**config.mk**
```make
export PLATFORM = sky130hd
export DESIGN_NAME = branch_seq_ctrl
export DESIGN_NICKNAME = d
export VERILOG_FILES = /design/src/rtl/branch_seq_ctrl.sv
export SDC_FILE = /design/constraint.sdc
export NUM_CORES = 1
export LEC_CHECK = 0
export ABC_AREA = 1
export BUFFER_PORTS_ARGS = -buffer_cell sky130_fd_sc_hd__buf_2
export CAP_MARGIN = 5
export CORE_MARGIN = 2
export CORE_UTILIZATION = 46
export DETAILED_ROUTE_END_ITERATION = 12
export MAX_ROUTING_LAYER = met4
export PLACE_DENSITY = 0.86
export SYNTH_ARGS = -nofsm -noshare
export SYNTH_HDL_FRONTEND = slang
export SYNTH_SLANG_ARGS = --single-unit
```
**constraint.sdc**
```tcl
create_clock -name clock -period 3.1 [get_ports clock]
set_input_delay 0.93 -clock clock [delete_from_list [all_inputs] [get_ports clock]]
set_output_delay 0.93 -clock clock [all_outputs]
set_load 0.01 [all_outputs]
```
**src/rtl/branch_seq_ctrl.sv**
```systemverilog
// Multi-cycle branch sequencer: accepts one instruction over valid/ready and walks
// B/BL/CBZ/CBNZ/B.cond/BR through a small FSM, emitting a registered control word and K.
module branch_seq_ctrl #(
    parameter int unsigned DATA_WIDTH  = 64,
    parameter logic [4:0]  LINK_REG    = 5'd30,
    parameter bit          ENABLE_COND = 1'b1
) (
    input  logic                  clock,
    input  logic                  reset,
    input  logic                  inst_valid,
    input  logic [31:0]           I,
    input  logic [4:0]            status,
    output logic                  ready,
    output logic [32:0]           cw,
    output logic [DATA_WIDTH-1:0] K,
    output logic                  done,
    output logic                  illegal
);

    typedef enum logic [2:0] {
        StIdle, StEval, StLink, StTaken, StSeq, StBreg, StErr
    } state_e;

    localparam int AluEn   = 32;
    localparam int AluBs   = 31;
    localparam int AluFsLo = 26;
    localparam int RfSaLo  = 20;
    localparam int RfDaLo  = 10;
    localparam int RfW     = 9;
    localparam int PcEn    = 6;
    localparam int PcFsLo  = 4;
    localparam int PcIs    = 3;

    // alu_fs=11111, rf_sb=31, everything else (incl. next_state) zero
    localparam logic [32:0] CwSafe = 33'h0_7C0F_8000;

    state_e                state_q, state_d;
    logic [31:0]           inst_q, inst_d;
    logic [32:0]           cw_q, cw_d;
    logic [DATA_WIDTH-1:0] k_q, k_d;
    logic                  done_q, done_d;
    logic                  illegal_q, illegal_d;
    logic                  taken;

    function automatic state_e decode(input logic [10:0] op);
        if (op[10:5] == 6'b000101) begin
            return StTaken;
        end else if (op[10:5] == 6'b100101) begin
            return StLink;
        end else if (ENABLE_COND && (op[10:4] == 7'b1011010)) begin
            return StEval;
        end else if (ENABLE_COND && (op[10:3] == 8'b01010100)) begin
            return StEval;
        end else if (op == 11'b11010110000) begin
            return StBreg;
        end
        return StErr;
    endfunction

    // f = {V, C, N, Z}
    function automatic logic cond_holds(input logic [3:0] cond, input logic [3:0] f);
        logic r;
        case (cond[3:1])
            3'b000:  r = f[0];
            3'b001:  r = f[2];
            3'b010:  r = f[1];
            3'b011:  r = f[3];
            3'b100:  r = f[2] & ~f[0];
            3'b101:  r = (f[1] == f[3]);
            3'b110:  r = ~f[0] & (f[1] == f[3]);
            default: r = 1'b1;
        endcase
        if (cond[0] && (cond[3:1] != 3'b111)) begin
            r = ~r;
        end
        return r;
    endfunction

    function automatic logic [DATA_WIDTH-1:0] off26(input logic [25:0] imm);
        logic [DATA_WIDTH+27:0] w;
        w = {{DATA_WIDTH{imm[25]}}, imm, 2'b00};
        return w[DATA_WIDTH-1:0];
    endfunction

    function automatic logic [DATA_WIDTH-1:0] off19(input logic [18:0] imm);
        logic [DATA_WIDTH+20:0] w;
        w = {{DATA_WIDTH{imm[18]}}, imm, 2'b00};
        return w[DATA_WIDTH-1:0];
    endfunction

    always_comb begin
        if (inst_q[31:24] == 8'hB4) begin
            taken = status[0];
        end else if (inst_q[31:24] == 8'hB5) begin
            taken = ~status[0];
        end else begin
            taken = cond_holds(inst_q[3:0], status[4:1]);
        end
    end

    always_comb begin
        state_d = state_q;
        inst_d  = inst_q;
        case (state_q)
            StIdle: begin
                if (inst_valid) begin
                    inst_d  = I;
                    state_d = decode(I[31:21]);
                end
            end
            StEval:  state_d = taken ? StTaken : StSeq;
            StLink:  state_d = StTaken;
            default: state_d = StIdle;
        endcase
    end

    // Outputs are computed from the next state so they register together with it.
    always_comb begin
        cw_d      = CwSafe;
        k_d       = '0;
        done_d    = 1'b0;
        illegal_d = 1'b0;
        case (state_d)
            StEval: begin
                if (inst_d[31:25] == 7'b1011010) begin
                    cw_d[RfSaLo +: 5]  = inst_d[4:0];
                    cw_d[AluBs]        = 1'b1;
                    cw_d[AluFsLo +: 5] = 5'b00100;
                end
            end
            StLink: begin
                cw_d[PcEn]        = 1'b1;
                cw_d[PcFsLo +: 2] = 2'b00;
                cw_d[RfDaLo +: 5] = LINK_REG;
                cw_d[RfW]         = 1'b1;
            end
            StTaken: begin
                cw_d[PcEn]        = 1'b1;
                cw_d[PcFsLo +: 2] = 2'b10;
                cw_d[PcIs]        = 1'b0;
                done_d            = 1'b1;
                if ((inst_d[31:26] == 6'b000101) || (inst_d[31:26] == 6'b100101)) begin
                    k_d = off26(inst_d[25:0]);
                end else if ((inst_d[31:25] == 7'b1011010) || (inst_d[31:24] == 8'h54)) begin
                    k_d = off19(inst_d[23:5]);
                end
            end
            StSeq: begin
                cw_d[PcEn]        = 1'b1;
                cw_d[PcFsLo +: 2] = 2'b01;
                done_d            = 1'b1;
            end
            StBreg: begin
                cw_d[RfSaLo +: 5]  = inst_d[9:5];
                cw_d[AluEn]        = 1'b1;
                cw_d[AluBs]        = 1'b1;
                cw_d[AluFsLo +: 5] = 5'b00100;
                cw_d[PcEn]         = 1'b1;
                cw_d[PcFsLo +: 2]  = 2'b11;
                cw_d[PcIs]         = 1'b1;
                done_d             = 1'b1;
            end
            StErr: begin
                cw_d[PcEn]        = 1'b1;
                cw_d[PcFsLo +: 2] = 2'b01;
                illegal_d         = 1'b1;
            end
            default: ;
        endcase
    end

    always_ff @(posedge clock or posedge reset) begin
        if (reset) begin
            state_q   <= StIdle;
            inst_q    <= '0;
            cw_q      <= CwSafe;
            k_q       <= '0;
            done_q    <= 1'b0;
            illegal_q <= 1'b0;
        end else begin
            state_q   <= state_d;
            inst_q    <= inst_d;
            cw_q      <= cw_d;
            k_q       <= k_d;
            done_q    <= done_d;
            illegal_q <= illegal_d;
        end
    end

    assign ready   = (state_q == StIdle);
    assign cw      = cw_q;
    assign K       = k_q;
    assign done    = done_q;
    assign illegal = illegal_q;

endmodule

```
==> results of run 1 <==
==> kinds of logic after synthesis <==
family	after synthesis	synth area share
other	2	0.00192
XOR/XNOR	1	0.00224
AND/OR/NAND/NOR	184	0.226
AO/OA/AOI/OAI	64	0.0974
flip-flops	75	0.481
buffers and inverters	130	0.191
==> layer usage <==
layer	part of all wire	GRT usage
met4	0.021	0.0679
met2	0.48	0.326
met3	0.073	0.0493
met1	0.42	0.261
met5	0	-
==> metrics by stage <==
step                worst slack (ns)  area [sq um]  utilization  hold WS, ns  std cells
floorplan                      0.262          3960            -        0.475        469
detailed placement             0.206          4250        0.517        0.509        634
CTS                            0.568          4500        0.547        0.536        650
finish                         0.526          4500        0.547        0.540        650
global placement               0.363          4250        0.517        0.493        634
global route                   0.317          4500        0.547        0.580        650
==> power breakdown <==
part	total, W	internal (W)	switching [W]
clock network	0.000928	0.000558	0.000370
registers	0.00135	0.00123	0.000112
logic	0.00136	0.000434	0.000921
total	0.00363	0.00223	0.00140
==> final cells by class <==
type                            count  share of cell area
Tap cell                          105              0.0292
Timing Repair Buffer              131               0.153
Sequential cell                    75               0.418
Inverter                           59              0.0493
Clock buffer                       10              0.0306
Multi-Input combinational cell    264               0.296
Clock inverter                      6              0.0248
==> critical path, stage by stage <==
cell     delay (ns)
buf_2          0.10
inv_1          0.08
nand2_1        0.09
nor3_1         0.24
nand2_1        0.14
o21ai_0        0.22
nor2_2         0.08
inv_1          0.10
nand3_2        0.12
nand2_2        0.34
buf_4          0.28
nor2_1         0.07
==> cells in the mapped netlist <==
cell,instances
dfrtp_1,74
buf_4,60
inv_1,58
nor2_1,55
nand2_1,51
o21ai_0,36
nand3_1,20
or2_2,19
a21oi_1,12
nor2_2,11
a21oi_2,10
nor3_1,10
clkbuf_1,6
o21ai_2,6
nand2_2,5
nand4_1,5
buf_2,2
buf_6,2
conb_1,2
nand3_2,2
nor2_4,2
and3_1,1
buf_12,1
dfstp_2,1
inv_2,1
nand2_4,1
nor3_2,1
nor3_4,1
xnor2_1,1
==> layout by cell type (no fill, tap or decap) <==
master	count
nor2_4	2
buf_12	1
inv_6	1
nand2_1	51
nor3_1	10
nor2_2	11
nand4_1	5
nor2_1	55
bufinv_16	3
and3_1	1
nor3_4	1
inv_1	57
or2_2	19
clkinvlp_4	1
conb_1	15
o21ai_0	36
a21oi_1	12
dfstp_2	1
a21oi_2	10
dfrtp_1	74
clkinv_2	1
clkbuf_8	10
buf_4	6
nand3_1	20
xnor2_1	1
nand2_4	1
nand2_2	5
nor3_2	1
inv_2	2
o21ai_2	6
buf_2	124
nand3_2	2
==> sequential cells by signal, summed over array words and instances (netlist names) <==
register	count
inst_q	32
K	26
done	1
illegal	1
state_q	3
cw	12
==> worst paths after layout <==
path,start,endpoint,slack (ns)
setup / recovery,I[27],K[23]$_DFF_PP0_,0.53
hold / removal,inst_q[23]$_DFF_PP0_,inst_q[23]$_DFF_PP0_,0.54
hold reg to reg,inst_q[23]$_DFF_PP0_,inst_q[23]$_DFF_PP0_,0.54
min in group asynchronous,reset,K[9]$_DFF_PP0_,0.65
max in group asynchronous,reset,cw[30]$_DFF_PP1_,1.71
setup reg to reg,state_q[2]$_DFF_PP0_,K[23]$_DFF_PP0_,0.75
==> impl_results.md, run 1 <==
* RSZ-0062 raised after global routing: no
* Top cell type's share of synthesized area at 0.474
* Number of global-route vias before repair at 2,999
* Post-CTS Setup Inserts at 0
* Distinct cell type count after synthesis at 29
* WS Path Type: in2reg
* Routability cong. at 0.834
* Cells after Synth at 456
* Worst setup EP type: register
* Ranking of synthesized cells by area: dfrtp_1 47%, buf_4 12%, inv_1 5.6%, nor2_1 5.3%, nand2_1 4.9%
* Data required, critical path at 3.34 ns
* Post-synthesis sequential area ratio at 0.481
* Crit share post-route at 0.830
* Port Buffers at 124
* # IOs at 140
* First-pass GRT wire length at 14,000 microns
* Multi-input combinational cell area at 1330 sq um
* Clock sink total at 75
* Synthesized area at 3910 sq um
* GRT overflow at 0
* Layout area overhead at 15.1%
* CTS Hold Buffers Added at 0
* Number of buffers created by CTS at 9
* Post-DP HPWL at 6430 microns
* Register area at 1880 sq um
* FMAX at 0.388 GHz
* Critical Path Fanout Max at 18
* Syn. warnings at 0
* Max_cap viols at 0
* Startpoint types: primary input
* Worst vdd ir at 310 uV
* Routed Antenna Nets at 0
* Power Total at 0.00363 W
* Worst reg2reg path depth at 11
* Final setup TNS at 0 ns
* Layout cells sized above 1 at 0.382
* Status: finished, final reports clean
* Final setup vio count at 0
* Row count at 33
* Post-CTS resize count at 0
* Htree depth at 3
* DRC at 0
* Slew Limit Fails at 0
* Die H at 96.2 microns
* Vias per inst at 4.85
* Cell taking the most area after synthesis: dfrtp_1
* DRT Pass-1 Iters at 4
* CTS tree: built
* Clock latency on the worst-skew pair at 0.35 ns
* Worst slew margin at 0.530
* Die width at 96.2 microns
* Maximum clock path buffer count at 2
* Total track usage at 0.206
* Starting DRC count in detailed routing at 225
* Vias at 3,151
* Wire per inst at 13.6 microns
* Initial Utilization at 0.475
* Drt total wl at 8820 microns
* WHS Path Cells at 2
* Final min period at 2.57 ns
* Fill cells at 762
* Final #Nets at 580
* Initial antenna violation count at 0
* Syn_area_per_cell at 8.57 sq um
* Clk_skew at 0.00699 ns
* WP data arrival at 2.81 ns
* Core area at 8220 sq um
* Diodes inserted at 0
* Largest net degree at the start of global routing at 48
* Worst Max-Slew Pin Slew at 0.706 ns
* Flops & latches, synth at 75
* Die area at 9240 sq um
* Clk root buf: clkbuf_8
* Final Hold Viols at 0
* Worst-path clk slew at 0.08 ns
* Leakage at 2.53 nW
* Hold WC Path Type: reg2reg
* Power per cell area at 807 nW/um^2
(Power assumes the default switching activity.)
==> run 2: changes to the inputs <==
==> constraint.sdc (replaced) <==
create_clock -name clock -period 2.4 [get_ports clock]
set_input_delay 0.72 -clock clock [delete_from_list [all_inputs] [get_ports clock]]
set_output_delay 0.72 -clock clock [all_outputs]
set_load 0.01 [all_outputs]
==> run 2 against run 1 <==
Hold slack worse by 0.15 ns. Global-route usage is 0.34 points lower. Final cell count is 2.2% higher. Flip-flop and latch count stayed put. Die area stayed put. Worst setup slack worse by 0.28 ns. Routed wire length is 0.63% lower. Largest cell class unchanged.
==> impl_results.md, run 2 (same netlist as run 1, synthesis figures left out) <==
* Status: finished, final reports clean (unchanged)
* Worst vdd ir at 463 uV (was 310 uV)
* # IOs at 140 (unchanged)
* Total track usage at 0.203 (was 0.206)
* Worst reg2reg path depth at 12 (was 11)
* WP data arrival at 2.43 ns (was 2.81 ns)
* FMAX at 0.465 GHz
* Worst setup EP type: register (unchanged)
* Max reg flops at 32 (unchanged)
* Startpoint types: register (was primary input)
* Die area at 9240 sq um (unchanged)
* Clk_skew at 0.00535 ns (was 0.00699 ns)
* Most frequent cells in the layout: 124 x buf_2, 74 x dfrtp_1, 57 x inv_1 (unchanged)
* Final Hold Viols at 0 (unchanged)
* Number of global-route vias before repair at 2,964 (was 2,999)
* Drt total wl at 8770 microns (was 8820 microns)
* Final #Nets at 594 (was 580)
* Vias per inst at 4.77 (was 4.85)
* Diodes inserted at 0 (unchanged)
* Leakage at 2.58 nW (was 2.53 nW)
* Final min period at 2.15 ns
* Wire per inst at 13.2 microns (was 13.6 microns)
* Final setup TNS at 0 ns (unchanged)
* Final setup vio count at 0 (unchanged)
* Starting DRC count in detailed routing at 155 (was 225)
* Vias at 3,168 (was 3,151)
* WS Path Type: reg2reg (was in2reg)
* Initial antenna violation count at 0 (unchanged)
* First-pass GRT wire length at 13,800 microns (was 14,000 microns)
* R2R Setup Slk at 0.25 ns (was 0.75 ns)
* Core area at 8220 sq um (unchanged)
* Port Buffers at 124 (unchanged)
* Row count at 33 (unchanged)
* Worst Max-Slew Pin Slew at 0.505 ns (was 0.706 ns)
* Crit share post-route at 0.896
* Hold WC Path Type: in2async (was reg2reg)
* Worst-path clk slew at 0.08 ns (about the same)
* Clock latency on the worst-skew pair at 0.35 ns (about the same)
* Dpl cells at 643 (was 634)
* Critical Path Source: state_q[2]$_DFF_PP0_ (was I[27])
* Layout area overhead at 17.6% (was 15.1%)
* Maximum clock path buffer count at 2 (unchanged)
* Die width at 96.2 microns (unchanged)
* Most common cell after layout, fill and taps aside: buf_2 (unchanged)
* GRT overflow at 0 (unchanged)
* Initial Utilization at 0.475 (unchanged)
* Fill cells at 768 (was 762)
* Slew Limit Fails at 0 (unchanged)
* Reg-to-Reg End: K[20]$_DFF_PP0_ (was K[23]$_DFF_PP0_)
* Final hold slack at 0.388 ns (was 0.540 ns)
* DRC at 0 (unchanged)
* Post-CTS resize count at 0 (unchanged)
* Number of buffers created by CTS at 9 (unchanged)
* Routed Antenna Nets at 0 (unchanged)
* Largest net degree at the start of global routing at 38 (was 48)
* Clk root buf: clkbuf_8 (unchanged)
* Routability cong. at 0.900 (was 0.834)
* Layout cells sized above 1 at 0.397 (was 0.382)
* CTS tree: built (unchanged)
* Die H at 96.2 microns (unchanged)
* Clock sink total at 75 (unchanged)
* Htree depth at 3 (unchanged)
* Worst slew margin at 0.660 (was 0.530)
* Reg-to-Reg Start: state_q[2]$_DFF_PP0_ (unchanged)
* Data required, critical path at 2.68 ns (was 3.34 ns)
* Max_cap viols at 0 (unchanged)
* Power per cell area at 1020 nW/um^2 (was 807 nW/um^2)
* RSZ-0062 raised after global routing: no (unchanged)
* Post-DP HPWL at 6680 microns (was 6430 microns)
* Critical Path Fanout Max at 15 (was 18)
* Layout Utilization at 0.559 (was 0.547)
* DRT Pass-1 Iters at 4 (unchanged)
* Largest reg by FF count: inst_q (unchanged)
* Non-Filler Instances at 664 (was 650)
-- run 2: worst max path at each step --
stage	cells after the start	to	slack (ns)
final	12	K[20]$_DFF_PP0_	0.25
after global routing	13	cw[24]$_DFF_PP0_	0.007
after CTS	11	K[20]$_DFF_PP0_	0.23
after detailed placement	13	cw[23]$_DFF_PP0_	-0.003
after global placement	13	cw[22]$_DFF_PP0_	0.09
after floorplan	12	K[20]$_DFF_PP0_	0.25
-- run 2: layer usage --
metal  track usage  part of all wire  vias up
li1              -                 -     1540
met1         0.247              0.42     1479
met3        0.0423             0.074       13
met4        0.0869             0.015        0
met5             -                 0        -
met2         0.328              0.49      136
-- run 2: where the power goes --
part / internal [W] / switching (W)
sequential: 0.00159 / 0.000142
clock: 0.000583 / 0.000467
combinational: 0.000680 / 0.00123
-- run 2: what timing repair did --
action / 4_1_cts / 5_1_grt
hold buffers: 0 / 0
buffers inserted: 0 / 5
endpoints found under the setup margin: 0 / 4
-- run 2: through the flow --
stage | area [sq um] | worst slack [ns] | total power, W
6_report | 4600 | 0.250 | 0.00469
5_1_grt | 4600 | 0.00732 | 0.00504
4_1_cts | 4560 | 0.226 | 0.00467
3_5_place_dp | 4340 | -0.00278 | 0.00362
3_3_place_gp | 4340 | 0.0855 | 0.00355
2_1_floorplan | 3960 | 0.253 | 0.00311
-- run 2: worst max-delay path: stages (launching register included) --
cell and delay [ns]:
dfrtp_1 0.42, nor3_4 0.27, nand2_4 0.17, buf_4 0.17, o21ai_2 0.18, nand2_2 0.09
nor2_4 0.10, nand3_1 0.07, nand2_1 0.12, nand2_1 0.11, nand2_1 0.16, o21ai_0 0.11
nor2_1 0.10
-- run 2: layout make-up --
class / count / area [sq um] / share of cell area
sequential: 75 / 1880 / 0.409
timing repair buffer: 145 / 816 / 0.178
inverter: 59 / 225 / 0.0490
clock buffer: 9 / 124 / 0.0270
multi-input combinational: 264 / 1330 / 0.289
tap: 105 / 131 / 0.0286
clock inverter: 7 / 91.3 / 0.0199
==> run 3: changes to the inputs <==
--- a/config.mk
+++ b/config.mk
@@ -5,9 +5,9 @@
 export SDC_FILE = /design/constraint.sdc
 export NUM_CORES = 1
 export LEC_CHECK = 0
-export ABC_AREA = 1
 export BUFFER_PORTS_ARGS = -buffer_cell sky130_fd_sc_hd__buf_2
 export CAP_MARGIN = 5
+export CORE_ASPECT_RATIO = 2
 export CORE_MARGIN = 2
 export CORE_UTILIZATION = 46
 export DETAILED_ROUTE_END_ITERATION = 12
==> run 3 against run 2 <==
Combinational power down 7%. Critical path depth down 6. Clock skew down 0.0018 ns. Fmax down 4.9%. Flip-flop and latch count unchanged. Synthesized cell count down 15%. Sequential share of layout area up 1.1 points.
==> impl_results.md, run 3 <==
* Status: finished, final reports clean (unchanged)
* Final min period at 2.26 ns (was 2.15 ns)
* Vias at 3,028 (was 3,168)
* CTS tree: built (unchanged)
* WP data arrival at 2.52 ns (was 2.43 ns)
* Worst Max-Slew Pin Slew at 0.679 ns (was 0.505 ns)
* Largest reg by FF count: inst_q (unchanged)
* Power Total at 0.00483 W (was 0.00469 W)
* Top cell type's share of synthesized area at 0.488 (was 0.474)
* DRC at 0 (unchanged)
* RSZ-0062 raised after global routing: no (unchanged)
* Asr flop ratio synth at 1.00 (unchanged)
* Ranking of synthesized cells by area: dfrtp_1 49%, buf_4 12%, nand2_1 6.0%, mux2i_1 5.3%, a22oi_1 3.6% (was dfrtp_1 47%, buf_4 12%, inv_1 5.6%, nor2_1 5.3%, nand2_1 4.9%)
* Xor/xnor share of the synthesized area at 0.00693 (was 0.00224)
* Register area at 1880 sq um (unchanged)
* Worst reg2reg path depth at 6 (was 12)
* Layout Utilization at 0.563 (was 0.559)
* Fill cells at 668 (was 768)
* Distinct cell type count after synthesis at 53 (was 29)
* Initial Utilization at 0.477 (was 0.475)
* R2R Setup Slk at 0.14 ns (was 0.25 ns)
* Number of buffers created by CTS at 9 (unchanged)
* Clk_skew at 0.00356 ns (was 0.00535 ns)
* Non-Filler Instances at 575 (was 664)
* Reg-to-Reg Start: inst_q[27]$_DFF_PP0_ (was state_q[2]$_DFF_PP0_)
* Final Hold Viols at 0 (unchanged)
* Leakage at 2.44 nW (was 2.58 nW)
* Maximum clock path buffer count at 2 (unchanged)
* Drt total wl at 9360 microns (was 8770 microns)
* Number of global-route vias before repair at 3,075 (was 2,964)
* GRT overflow at 0 (unchanged)
* Starting DRC count in detailed routing at 181 (was 155)
* First-pass GRT wire length at 14,700 microns (was 13,800 microns)
* FMAX at 0.442 GHz (was 0.465 GHz)
* Mux share of post-synthesis cell area at 0.0528 (was 0)
* Post-CTS resize count at 0 (unchanged)
* Simple-gate portion of the synthesized area at 0.173 (was 0.226)
* Post-synthesis sequential area ratio at 0.495 (was 0.481)
* Most frequent cells in the layout: 124 x buf_2, 74 x dfrtp_1, 61 x nand2_1 (was 124 x buf_2, 74 x dfrtp_1, 57 x inv_1)
* Initial antenna violation count at 0 (unchanged)
* Vias per inst at 5.27 (was 4.77)
* Post-CTS Setup Inserts at 0 (unchanged)
* Slew Limit Fails at 0 (unchanged)
* Core area at 7940 sq um (was 8220 sq um)
* Most instantiated cells after synthesis: 74 x dfrtp_1, 62 x buf_4, 61 x nand2_1, 30 x nor2_1, 21 x inv_1 (was 74 x dfrtp_1, 60 x buf_4, 58 x inv_1, 55 x nor2_1, 51 x nand2_1)
* Syn. warnings at 0 (unchanged)
* Post-synthesis compound-gate area fraction at 0.103 (was 0.0974)
* Largest family of logic cells by synthesized area: simple AND/OR/NAND/NOR gates (unchanged)
* EDFF count, synth at 0 (unchanged)
* Cells after Synth at 386 (was 456)
* Final setup vio count at 0 (unchanged)
* Flops & latches, synth at 75 (unchanged)
* Die width at 68.2 microns (was 96.2 microns)
* Die H at 132 microns (was 96.2 microns)
* Slowest cell delay on critical path at 0.56 ns (was 0.42 ns)
* Dpl cells at 560 (was 643)
* Cell Chain, Critical Path: nand4bb_4 -> or4_4 -> and3_4 -> a21oi_2 -> and3_1 -> and4b_1 (was nor3_4 -> nand2_4 -> buf_4 -> o21ai_2 -> nand2_2 -> nor2_4 -> nand3_1 -> nand2_1 -> nand2_1 -> nand2_1 -> o21ai_0 -> nor2_1)
* Final #Nets at 515 (was 594)
* # IOs at 140 (unchanged)
* Worst vdd ir at 460 uV (was 463 uV)
* Layout cells sized above 1 at 0.359 (was 0.397)
* Die area at 9030 sq um (was 9240 sq um)
* Power per cell area at 1080 nW/um^2 (was 1020 nW/um^2)
* Diodes inserted at 0 (unchanged)
* Cell taking the most area after synthesis: dfrtp_1 (unchanged)
* WS Path Type: reg2reg (unchanged)
* CTS Hold Buffers Added at 0 (unchanged)
* Worst path slowest cell: or4_4 (was dfrtp_1)
* Total track usage at 0.228 (was 0.203)
* Reg-to-Reg End: cw[14]$_DFF_PP0_ (was K[20]$_DFF_PP0_)
* Prevailing post-synth register cell: dfrtp_1 (unchanged)
* Port Buffers at 124 (unchanged)
* Syn_area_per_cell at 9.82 sq um (was 8.57 sq um)
* Max_cap viols at 0 (unchanged)
* Crit share post-route at 0.942 (was 0.896)
* Synthesized area at 3790 sq um (was 3910 sq um)
* Row count at 46 (was 33)
* Synth Area in Adders at 0 (unchanged)
* Layout area overhead at 18.1% (was 17.6%)
* Largest net degree at the start of global routing at 76 (was 38)
* Leading cell type by number of instances after synthesis: dfrtp_1 (unchanged)
* Post-DP HPWL at 7000 microns (was 6680 microns)
* Multi-input combinational cell area at 1330 sq um (about the same)
* Startpoint types: register (unchanged)
* DRT Pass-1 Iters at 4 (unchanged)
* Critical Path Fanout Max at 10 (was 15)
* Worst slew margin at 0.547 (was 0.660)
* Clock sink total at 75 (unchanged)
* Clock latency on the worst-skew pair at 0.33 ns (was 0.35 ns)
* Routed Antenna Nets at 0 (unchanged)
* Wire per inst at 16.3 microns (was 13.2 microns)
* Most common cell after layout, fill and taps aside: buf_2 (unchanged)
* Worst-path clk slew at 0.05 ns (was 0.08 ns)
* Clk root buf: clkbuf_16 (was clkbuf_8)
* Routability cong. at 0.871 (was 0.900)
* Htree depth at 3 (unchanged)
* Max reg flops at 32 (unchanged)
* Data required, critical path at 2.66 ns (was 2.68 ns)
* Hold WC Path Type: in2async (unchanged)
* Worst setup EP type: register (unchanged)
[run 3: area by class of cell]
| cell class | count | area share |
|---|---|---|
| tap | 96 | 0.0268 |
| sequential | 75 | 0.420 |
| clock inverter | 2 | 0.00280 |
| timing repair buffer | 143 | 0.179 |
| clock buffer | 13 | 0.0559 |
| inverter | 21 | 0.0185 |
| multi-input combinational | 225 | 0.297 |
[run 3: worst max path at each step]
| stage | cells after the start | startpoint | slack (ns) | end |
|---|---|---|---|---|
| 3_3_place_gp | 7 | status[1] | 0.02 | cw[14]$_DFF_PP0_ |
| 6_report | 6 | inst_q[27]$_DFF_PP0_ | 0.14 | cw[14]$_DFF_PP0_ |
| 3_5_place_dp | 7 | status[1] | -0.05 | cw[14]$_DFF_PP0_ |
| 5_1_grt | 6 | inst_q[1]$_DFF_PP0_ | 0.004 | cw[14]$_DFF_PP0_ |
| 2_1_floorplan | 7 | I[27] | 0.14 | cw[21]$_DFF_PP0_ |
| 4_1_cts | 6 | inst_q[27]$_DFF_PP0_ | 0.15 | cw[14]$_DFF_PP0_ |
[run 3: per-layer routing]
| layer | global-route usage | routed length, microns | up-vias |
|---|---|---|---|
| met2 | 0.381 | 5050 | 146 |
| met1 | 0.223 | 3160 | 1441 |
| met3 | 0.0376 | 530 | 47 |
| li1 | - | - | 1394 |
| met5 | - | 0 | - |
| met4 | 0.168 | 619 | 0 |
[run 3: cells by family after synthesis]
group	count (synthesis)
xor+xnor	3
simple gates	133
compound gates	54
mux	20
other cells	2
flops	75
buf+inv	99
[run 3: power by group]
part / internal [W] / switching, W / leakage [nW]
logic: 0.000675 / 0.00109 / 1.34
registers: 0.00162 / 0.000241 / 0.973
clock network: 0.000721 / 0.000477 / 0.126
[run 3: worst max-delay path, delay by kind of cell (launching register included)]
| kind | cells | cell delay (ns) |
|---|---|---|
| AND/OR/NAND/NOR | 5 | 1.64 |
| flip-flops | 1 | 0.39 |
| AO/OA/AOI/OAI | 1 | 0.16 |
[run 3: stage by stage]
stage	hold slack [ns]	cell area [sq um]	TNS [ns]	worst slack, ns
2_1_floorplan	0.461	3840	0	0.137
3_3_place_gp	0.482	4210	0	0.0215
3_5_place_dp	0.493	4210	-0.156	-0.0531
4_1_cts	0.505	4480	0	0.153
5_1_grt	0.511	4480	0	0.00413
6_report	0.472	4480	0	0.140
